[src/rtl/rf_fifo_pkg.sv]
// rf_fifo_pkg: shared types for the rf-backed valid/ready FIFO.
//   out_state_t : state of the 1-entry output stage in front of the rf read port.
//                 OUT_BYP is only reachable when RF_FIFO_BYPASS_EN is defined.
//   RF_FLOP_OUT : read-port style of the storage rf (1 = registered read data).
package rf_fifo_pkg;

  typedef enum logic [1:0] {
    OUT_EMPTY = 2'd0,
    OUT_RF    = 2'd1,
    OUT_BYP   = 2'd2
  } out_state_t;

  localparam int unsigned RF_FLOP_OUT = 1;

endpackage

[src/rtl/rf.sv]
// rf: simple multi-port register file used as FIFO storage.
//   Parameters: W data width, N entries, FLOP_OUT (1 = read data registered on
//   i_ren and held while i_ren=0, 0 = combinational read), WR_N/RD_N port counts.
//   Ports:
//     i_clk                  clock
//     i_wen/i_wa/i_wdata     write ports (higher port index wins on same address)
//     i_ren/i_ra             read enables / addresses
//     o_rdata                read data per port
//   Contents are not reset.
module rf #(
  parameter int unsigned W        = 32,
  parameter int unsigned N        = 8,
  parameter int unsigned FLOP_OUT = 1,
  parameter int unsigned WR_N     = 1,
  parameter int unsigned RD_N     = 1,
  localparam int unsigned AW      = $clog2(N)
) (
  input  logic                       i_clk,
  input  logic [WR_N-1:0]            i_wen,
  input  logic [WR_N-1:0][AW-1:0]    i_wa,
  input  logic [WR_N-1:0][W-1:0]     i_wdata,
  input  logic [RD_N-1:0]            i_ren,
  input  logic [RD_N-1:0][AW-1:0]    i_ra,
  output logic [RD_N-1:0][W-1:0]     o_rdata
);

  logic [W-1:0] r_mem [N];

  always_ff @(posedge i_clk) begin
    for (int unsigned p = 0; p < WR_N; p++) begin
      if (i_wen[p]) r_mem[i_wa[p]] <= i_wdata[p];
    end
  end

  for (genvar g = 0; g < RD_N; g++) begin : g_rd
    if (FLOP_OUT != 0) begin : g_flop
      logic [W-1:0] r_q;
      always_ff @(posedge i_clk) begin
        if (i_ren[g]) r_q <= r_mem[i_ra[g]];
      end
      assign o_rdata[g] = r_q;
    end else begin : g_comb
      assign o_rdata[g] = r_mem[i_ra[g]];
    end
  end

endmodule

[src/rtl/rf_fifo_ptr.sv]
// rf_fifo_ptr: $clog2(N)-bit pointer that advances on i_inc and wraps N-1 -> 0
//   explicitly, so N need not be a power of two.
//   Ports:
//     i_clk    clock
//     i_rst_n  asynchronous active-low reset (pointer -> 0)
//     i_inc    advance pointer this cycle
//     o_ptr    current pointer value
module rf_fifo_ptr #(
  parameter int unsigned N  = 8,
  localparam int unsigned AW = $clog2(N)
) (
  input  logic          i_clk,
  input  logic          i_rst_n,
  input  logic          i_inc,
  output logic [AW-1:0] o_ptr
);

  logic [AW-1:0] r_ptr;

  always_ff @(posedge i_clk or negedge i_rst_n) begin
    if (!i_rst_n) begin
      r_ptr <= '0;
    end else if (i_inc) begin
      r_ptr <= (r_ptr == AW'(N - 1)) ? '0 : r_ptr + 1'b1;
    end
  end

  assign o_ptr = r_ptr;

endmodule

[src/rtl/rf_fifo.sv]
// rf_fifo: valid/ready FIFO built on an rf with registered read data.
//   A 1-entry output stage hides the rf read latency; capacity is N+1.
//   Optional feature macro: RF_FIFO_BYPASS_EN (push straight into a bypass
//   register when the FIFO is empty, 1-cycle latency instead of 2).
//   Ports:
//     clk                          clock, all state on posedge
//     rst                          asynchronous active-low reset
//     push_vld/push_data/push_rdy  producer side; fire = push_vld & push_rdy
//     pop_vld/pop_data/pop_rdy     consumer side; fire = pop_vld & pop_rdy
//     occupancy                    entries held (rf + output stage), 0..N+1
module rf_fifo
  import rf_fifo_pkg::*;
#(
  parameter int unsigned W = 32,
  parameter int unsigned N = 8
) (
  input  logic                   clk,
  input  logic                   rst,
  input  logic                   push_vld,
  input  logic [W-1:0]           push_data,
  output logic                   push_rdy,
  output logic                   pop_vld,
  output logic [W-1:0]           pop_data,
  input  logic                   pop_rdy,
  output logic [$clog2(N+2)-1:0] occupancy
);

  localparam int unsigned AW = $clog2(N);
  localparam int unsigned CW = $clog2(N + 1);
  localparam int unsigned OW = $clog2(N + 2);

  out_state_t    r_state;
  logic          r_pop_vld;
  logic [CW-1:0] r_rf_cnt;

  logic          w_push_fire;
  logic          w_pop_fire;
  logic          w_read_issue;
  logic          w_wen;
  logic          w_byp;
  logic [AW-1:0] w_wr_ptr;
  logic [AW-1:0] w_rd_ptr;
  logic [W-1:0]  w_rdata;

  // push_rdy looks only at registered rf_cnt: a same-cycle pop never frees a slot.
  assign push_rdy    = (r_rf_cnt != CW'(N));
  assign w_push_fire = push_vld & push_rdy;
  assign w_pop_fire  = r_pop_vld & pop_rdy;
  // Registered rf_cnt means an entry written this cycle is never read this cycle.
  assign w_read_issue = (r_rf_cnt != '0) && ((r_state == OUT_EMPTY) || w_pop_fire);

`ifdef RF_FIFO_BYPASS_EN
  logic [W-1:0] r_byp;

  assign w_byp = w_push_fire && (r_rf_cnt == '0) &&
                 ((r_state == OUT_EMPTY) || w_pop_fire) && !w_read_issue;

  always_ff @(posedge clk or negedge rst) begin
    if (!rst) begin
      r_byp <= '0;
    end else if (w_byp) begin
      r_byp <= push_data;
    end
  end

  assign pop_data = (r_state == OUT_BYP) ? r_byp : w_rdata;
`else
  assign w_byp    = 1'b0;
  assign pop_data = w_rdata;
`endif

  assign w_wen = w_push_fire & ~w_byp;

  rf_fifo_ptr #(.N(N)) u_wr_ptr (
    .i_clk   (clk),
    .i_rst_n (rst),
    .i_inc   (w_wen),
    .o_ptr   (w_wr_ptr)
  );

  rf_fifo_ptr #(.N(N)) u_rd_ptr (
    .i_clk   (clk),
    .i_rst_n (rst),
    .i_inc   (w_read_issue),
    .o_ptr   (w_rd_ptr)
  );

  rf #(
    .W        (W),
    .N        (N),
    .FLOP_OUT (RF_FLOP_OUT),
    .WR_N     (1),
    .RD_N     (1)
  ) u_rf (
    .i_clk   (clk),
    .i_wen   (w_wen),
    .i_wa    (w_wr_ptr),
    .i_wdata (push_data),
    .i_ren   (w_read_issue),
    .i_ra    (w_rd_ptr),
    .o_rdata (w_rdata)
  );

  always_ff @(posedge clk or negedge rst) begin
    if (!rst) begin
      r_rf_cnt <= '0;
    end else begin
      r_rf_cnt <= r_rf_cnt + CW'(w_wen) - CW'(w_read_issue);
    end
  end

  // Output stage FSM; pop_vld is registered alongside the state.
  always_ff @(posedge clk or negedge rst) begin
    if (!rst) begin
      r_state   <= OUT_EMPTY;
      r_pop_vld <= 1'b0;
    end else begin
      case (r_state)
        OUT_EMPTY: begin
          if (w_read_issue) begin
            r_state   <= OUT_RF;
            r_pop_vld <= 1'b1;
          end else if (w_byp) begin
            r_state   <= OUT_BYP;
            r_pop_vld <= 1'b1;
          end
        end
        default: begin
          if (w_pop_fire) begin
            if (w_read_issue) begin
              r_state   <= OUT_RF;
              r_pop_vld <= 1'b1;
            end else if (w_byp) begin
              r_state   <= OUT_BYP;
              r_pop_vld <= 1'b1;
            end else begin
              r_state   <= OUT_EMPTY;
              r_pop_vld <= 1'b0;
            end
          end
        end
      endcase
    end
  end

  assign pop_vld   = r_pop_vld;
  assign occupancy = OW'(r_rf_cnt) + OW'(r_pop_vld);

`ifndef SYNTHESIS
  always_ff @(posedge clk) begin
    if (rst) begin
      assert (!(w_push_fire && (r_rf_cnt == CW'(N))))
        else $error("rf_fifo: push fired with rf full");
      assert (!(w_read_issue && (r_rf_cnt == '0)))
        else $error("rf_fifo: read issued with rf empty");
    end
  end
`endif

endmodule

[config.mk]
export PLATFORM = sky130hd
export DESIGN_NAME = rf_fifo
export DESIGN_NICKNAME = d
export VERILOG_FILES = /design/src/rtl/rf_fifo_pkg.sv /design/src/rtl/rf.sv /design/src/rtl/rf_fifo_ptr.sv /design/src/rtl/rf_fifo.sv
export SDC_FILE = /design/constraint.sdc
export NUM_CORES = 1
export LEC_CHECK = 0
export CAP_MARGIN = 20
export CELL_PAD_IN_SITES_DETAIL_PLACEMENT = 1
export CELL_PAD_IN_SITES_GLOBAL_PLACEMENT = 2
export CORE_MARGIN = 10
export CORE_UTILIZATION = 40
export CTS_BUF_LIST = sky130_fd_sc_hd__clkbuf_2
export DETAILED_ROUTE_END_ITERATION = 8
export GPL_TIMING_DRIVEN = 1
export PLACE_DENSITY = 0.72
export SYNTH_ARGS = -nofsm -noshare
export SYNTH_HDL_FRONTEND = slang
export SYNTH_SLANG_ARGS = --single-unit
[constraint.sdc]
create_clock -name clk -period 13.69 [get_ports clk]
set_clock_uncertainty 0.1 [all_clocks]
set_input_delay 1.369 -clock clk [delete_from_list [all_inputs] [get_ports clk]]
set_output_delay 1.369 -clock clk [all_outputs]
set_load 0.01 [all_outputs]
==> results_tabular.tex <==
\begin{tabular}{lr}
\hline
Metric & Value \\
\hline
\multicolumn{2}{l}{\textbf{Outcome}} \\
Outcome & completed \\
\multicolumn{2}{l}{\textbf{CTS}} \\
Hold bufs inserted after CTS & 0 \\
Number of H-tree levels & 3 \\
Number of clock buffers inserted by TritonCTS & just under 80 \\
Postcts setup bufs & 0 \\
Clock network latency to the later pin of the worst-skew pair & $\sim$0.83 ns \\
CTS resizes & 0 \\
Root cell of the clock tree & clkbuf\_2 \\
Clock-pin slew on the worst setup and hold paths & about 0.10 ns \\
Longest Clk Path Bufs & 3 \\
Clock sink total & $\sim$300 \\
TritonCTS clock tree & yes \\
\multicolumn{2}{l}{\textbf{Power and ir drop}} \\
Portion of total power attributed to combinational logic & 0.285 \\
Net Sw Frac & 0.298 \\
Maximum VDD drop & 0.215 mV \\
Areal power density over the cells & $\sim$200 nW/µm² \\
Int Power & approximately 1.9 mW \\
Final Power & around 2.7 mW \\
Net switching power of the design & between 0.8 and 0.9 mW \\
Clock power share & 0.220 \\
Sequential cell fraction of total power & 0.494 \\
Total leakage power & 4.45 nW \\
\multicolumn{2}{l}{\textbf{Synth}} \\
Gate count after technology mapping & roughly 470 \\
Portion of synthesized cell area occupied by the leading cell type & 0.764 \\
Post-Synthesis Net Count & 517 \\
Sequential fraction of the synthesis area & 0.789 \\
Yosys top cell by area & edfxtp\_1 \\
Largest family of logic cells by synthesized area & multiplexers \\
Ys Warns & 0 \\
Adder and majority gate portion of the synthesized area & 0.0161 \\
Area fraction in compound gates after synthesis & 0.00155 \\
Synthesized-area fraction occupied by xor and xnor cells & 0.00310 \\
Fraction of the mapped netlist area in simple logic gates & 0.00995 \\
Multiplexer share of the synthesized area & 0.168 \\
Synthesized area divided by synthesized cell count & approximately 24 µm² \\
Count of cell types in the netlist & 28 \\
Top cells by area, synth & edfxtp\_1 (76\%), mux4\_2 (11\%), mux2\_2 (3.5\%) \\
Yosys reg bits & roughly 300 \\
Synthesized area & around 11000 µm² \\
\multicolumn{2}{l}{\textbf{Timing}} \\
Setup repair after global routing missed its margin & no \\
Setup-violating endpoint count in the final report & 0 \\
Max transition margin & 0.300 \\
Share of the clock period used by the worst path & 0.285 \\
Setup TNS & 0 ns \\
Worst Max-Slew Pin Slew & about 1.1 ns \\
Final Max Tran Viols & 0 \\
Maximum clock rate & around 260 MHz \\
Final hold violations & 0 \\
Final critical-path required period & approximately 3.9 ns \\
\multicolumn{2}{l}{\textbf{Global route}} \\
GR Layer Usage met2 & 0.203 \\
Met1 Resource Use GR & 0.160 \\
Number of antenna violations at the first check in global routing & 1 \\
Residual overflow from global routing & 0 \\
Busiest metal layer after global routing & met2 \\
GRT Overall Usage & 0.127 \\
Global-route wire length before repair & between 30 and 40 mm \\
Largest net degree at the start of global routing & 58 \\
Global routing usage on met3 & 0.0364 \\
Vias in the first global route & 5943 \\
\multicolumn{2}{l}{\textbf{Routing}} \\
Drc violations & 0 \\
Total vias in the final route & 5200 \\
Initial detailed-routing violation count & roughly 300 \\
WL per Instance & between 20 and 25 µm \\
Final routed wirelength across all metal layers & between 20 and 25 mm \\
Length of the first detailed-routing pass in iterations & 4 \\
Post-detailed-route count of antenna-violating nets & 0 \\
Mean number of vias per cell & roughly 4.9 \\
\multicolumn{2}{l}{\textbf{Place}} \\
DP Wirelength & around 13 mm \\
Routability-driven placement congestion ratio & approximately 0.70 \\
Port Buffer Count & 73 \\
Cell count after placement & 911 \\
\multicolumn{2}{l}{\textbf{Worst setup path}} \\
CP Data Arrival Time & 2.44 ns \\
Critical Path RT & $\sim$12 ns \\
Type of the setup path with the least slack & register to output port \\
Element type at the critical path end & output port \\
Startpoint type of the worst setup path & register \\
Maximum fanout along the worst path & 3 \\
\multicolumn{2}{l}{\textbf{Cells and area}} \\
Leading cell types in the layout, fill and taps excluded & edfxtp\_1 (288), clkbuf\_2 (105), clkdlybuf4s50\_1 (73) \\
Final layout net count & about 660 \\
Synth-to-layout area growth & 17.7\% \\
Area taken by flip-flops and latches & 8930 µm² \\
Total area of multi-input combinational cells & between 2000 and 2500 µm² \\
Proportion of layout cells with a drive suffix above 1 & 0.343 \\
Most common library cell in the layout ignoring fill and taps & edfxtp\_1 \\
Count of non-filler cells in the finished layout & approximately 1.1k \\
Filler cell count & between 2k and 3k \\
\multicolumn{2}{l}{\textbf{Die}} \\
Cell row count & 61 \\
Initial core utilization & 0.406 \\
DIE WIDTH & approximately 190 µm \\
I/O pin cnt & 74 \\
Overall die height & 188 µm \\
Die Outline Area & $\sim$35000 µm² \\
Core Region & 27900 µm² \\
\multicolumn{2}{l}{\textbf{Min path}} \\
Hold crit path type & register to register \\
\multicolumn{2}{l}{\textbf{Run}} \\
Number of max-capacitance violations reported & 0 \\
\hline
\end{tabular}
power groups by stage:
stage	Sequential, mW	Combinational, mW	Clock, mW
detailed placement	1.37	0.785	0
finish	1.34	0.771	0.595
global placement	1.35	0.768	0
global route	1.36	0.844	0.676
floorplan	1.32	0.520	0
CTS	1.34	0.790	0.620
final timing paths:
check / startpoint / end / slack, ns / depth (start not counted)
min in group asynchronous: rst / u_wr_ptr.o_ptr[0] / 0.78 / 1
min: r_rf_cnt[0] / r_rf_cnt[0] / 0.50 / 1
min reg2reg: r_rf_cnt[0] / r_rf_cnt[0] / 0.50 / 1
max reg2reg: r_rf_cnt[2] / u_rf.r_mem[0][30] / 10.67 / 6
max: r_rf_cnt[2] / push_rdy / 9.78 / 4
max in group asynchronous: rst / u_rd_ptr.o_ptr[0] / 12.30 / 1
critical path, cell delays in order (launching register included):
cell             delay (ns)
dfrtp_1                0.43
inv_1                  0.12
ha_1                   0.14
or3b_1                 0.40
clkdlybuf4s50_1        0.53
routing by layer:
layer	share of wire	vias up
met5	0	-
met4	0.014	0
met3	0.064	24
met2	0.49	159
met1	0.43	2703
li1	-	2314
through the flow:
| step | area (µm²) | worst slack (ns) | hold slack [ns] | util |
|---|---|---|---|---|
| 2_1_floorplan | 11300 | 8.47 | 0.414 | - |
| 3_3_place_gp | 12500 | 9.75 | 0.473 | 0.450 |
| 3_5_place_dp | 12600 | 9.62 | 0.492 | 0.451 |
| 4_1_cts | 13300 | 9.65 | 0.516 | 0.476 |
| 5_1_grt | 13300 | 9.60 | 0.543 | 0.478 |
| 6_report | 13300 | 9.78 | 0.497 | 0.478 |
registers in the layout (all words and copies together) (netlist names):
register	count
pop_vld	1
r_rf_cnt	4
u_rf.r_mem	256
u_rd_ptr.o_ptr	3
u_rf.o_rdata	32
u_wr_ptr.o_ptr	3
logic make-up (layout without fill, tap and decap cells):
group,count (synthesis),in the layout
multiplexers,102,102
XOR/XNOR,4,4
AND/OR/NAND/NOR,22,22
adder cells (fa/ha/maj),14,14
other,0,1
flip-flops,299,299
buffers and inverters,23,230
AO/OA/AOI/OAI,3,3
synthesized netlist by cell type (all sizes together):
| library cell | n |
|---|---|
| nand2b | 2 |
| nor2b | 3 |
| nand3 | 1 |
| xnor2 | 1 |
| buf | 13 |
| a21oi | 2 |
| xor2 | 3 |
| a21o | 1 |
| dfrtp | 11 |
| edfxtp | 288 |
| nor2 | 6 |
| or3b | 1 |
| inv | 5 |
| mux2 | 38 |
| nor4 | 1 |
| mux4 | 64 |
| nor3 | 4 |
| clkbuf | 5 |
| nand3b | 1 |
| ha | 13 |
| nand2 | 3 |
| fa | 1 |
final cells by class:
cell class,instances,share of cell area
antenna,1,0.000188
clock buffer,105,0.0395
clock inverter,34,0.0140
inverter,5,0.00141
multi-input combinational,145,0.173
sequential,299,0.671
tap,378,0.0355
timing repair buffer,86,0.0656
Power figures use the tool's default switching activity.
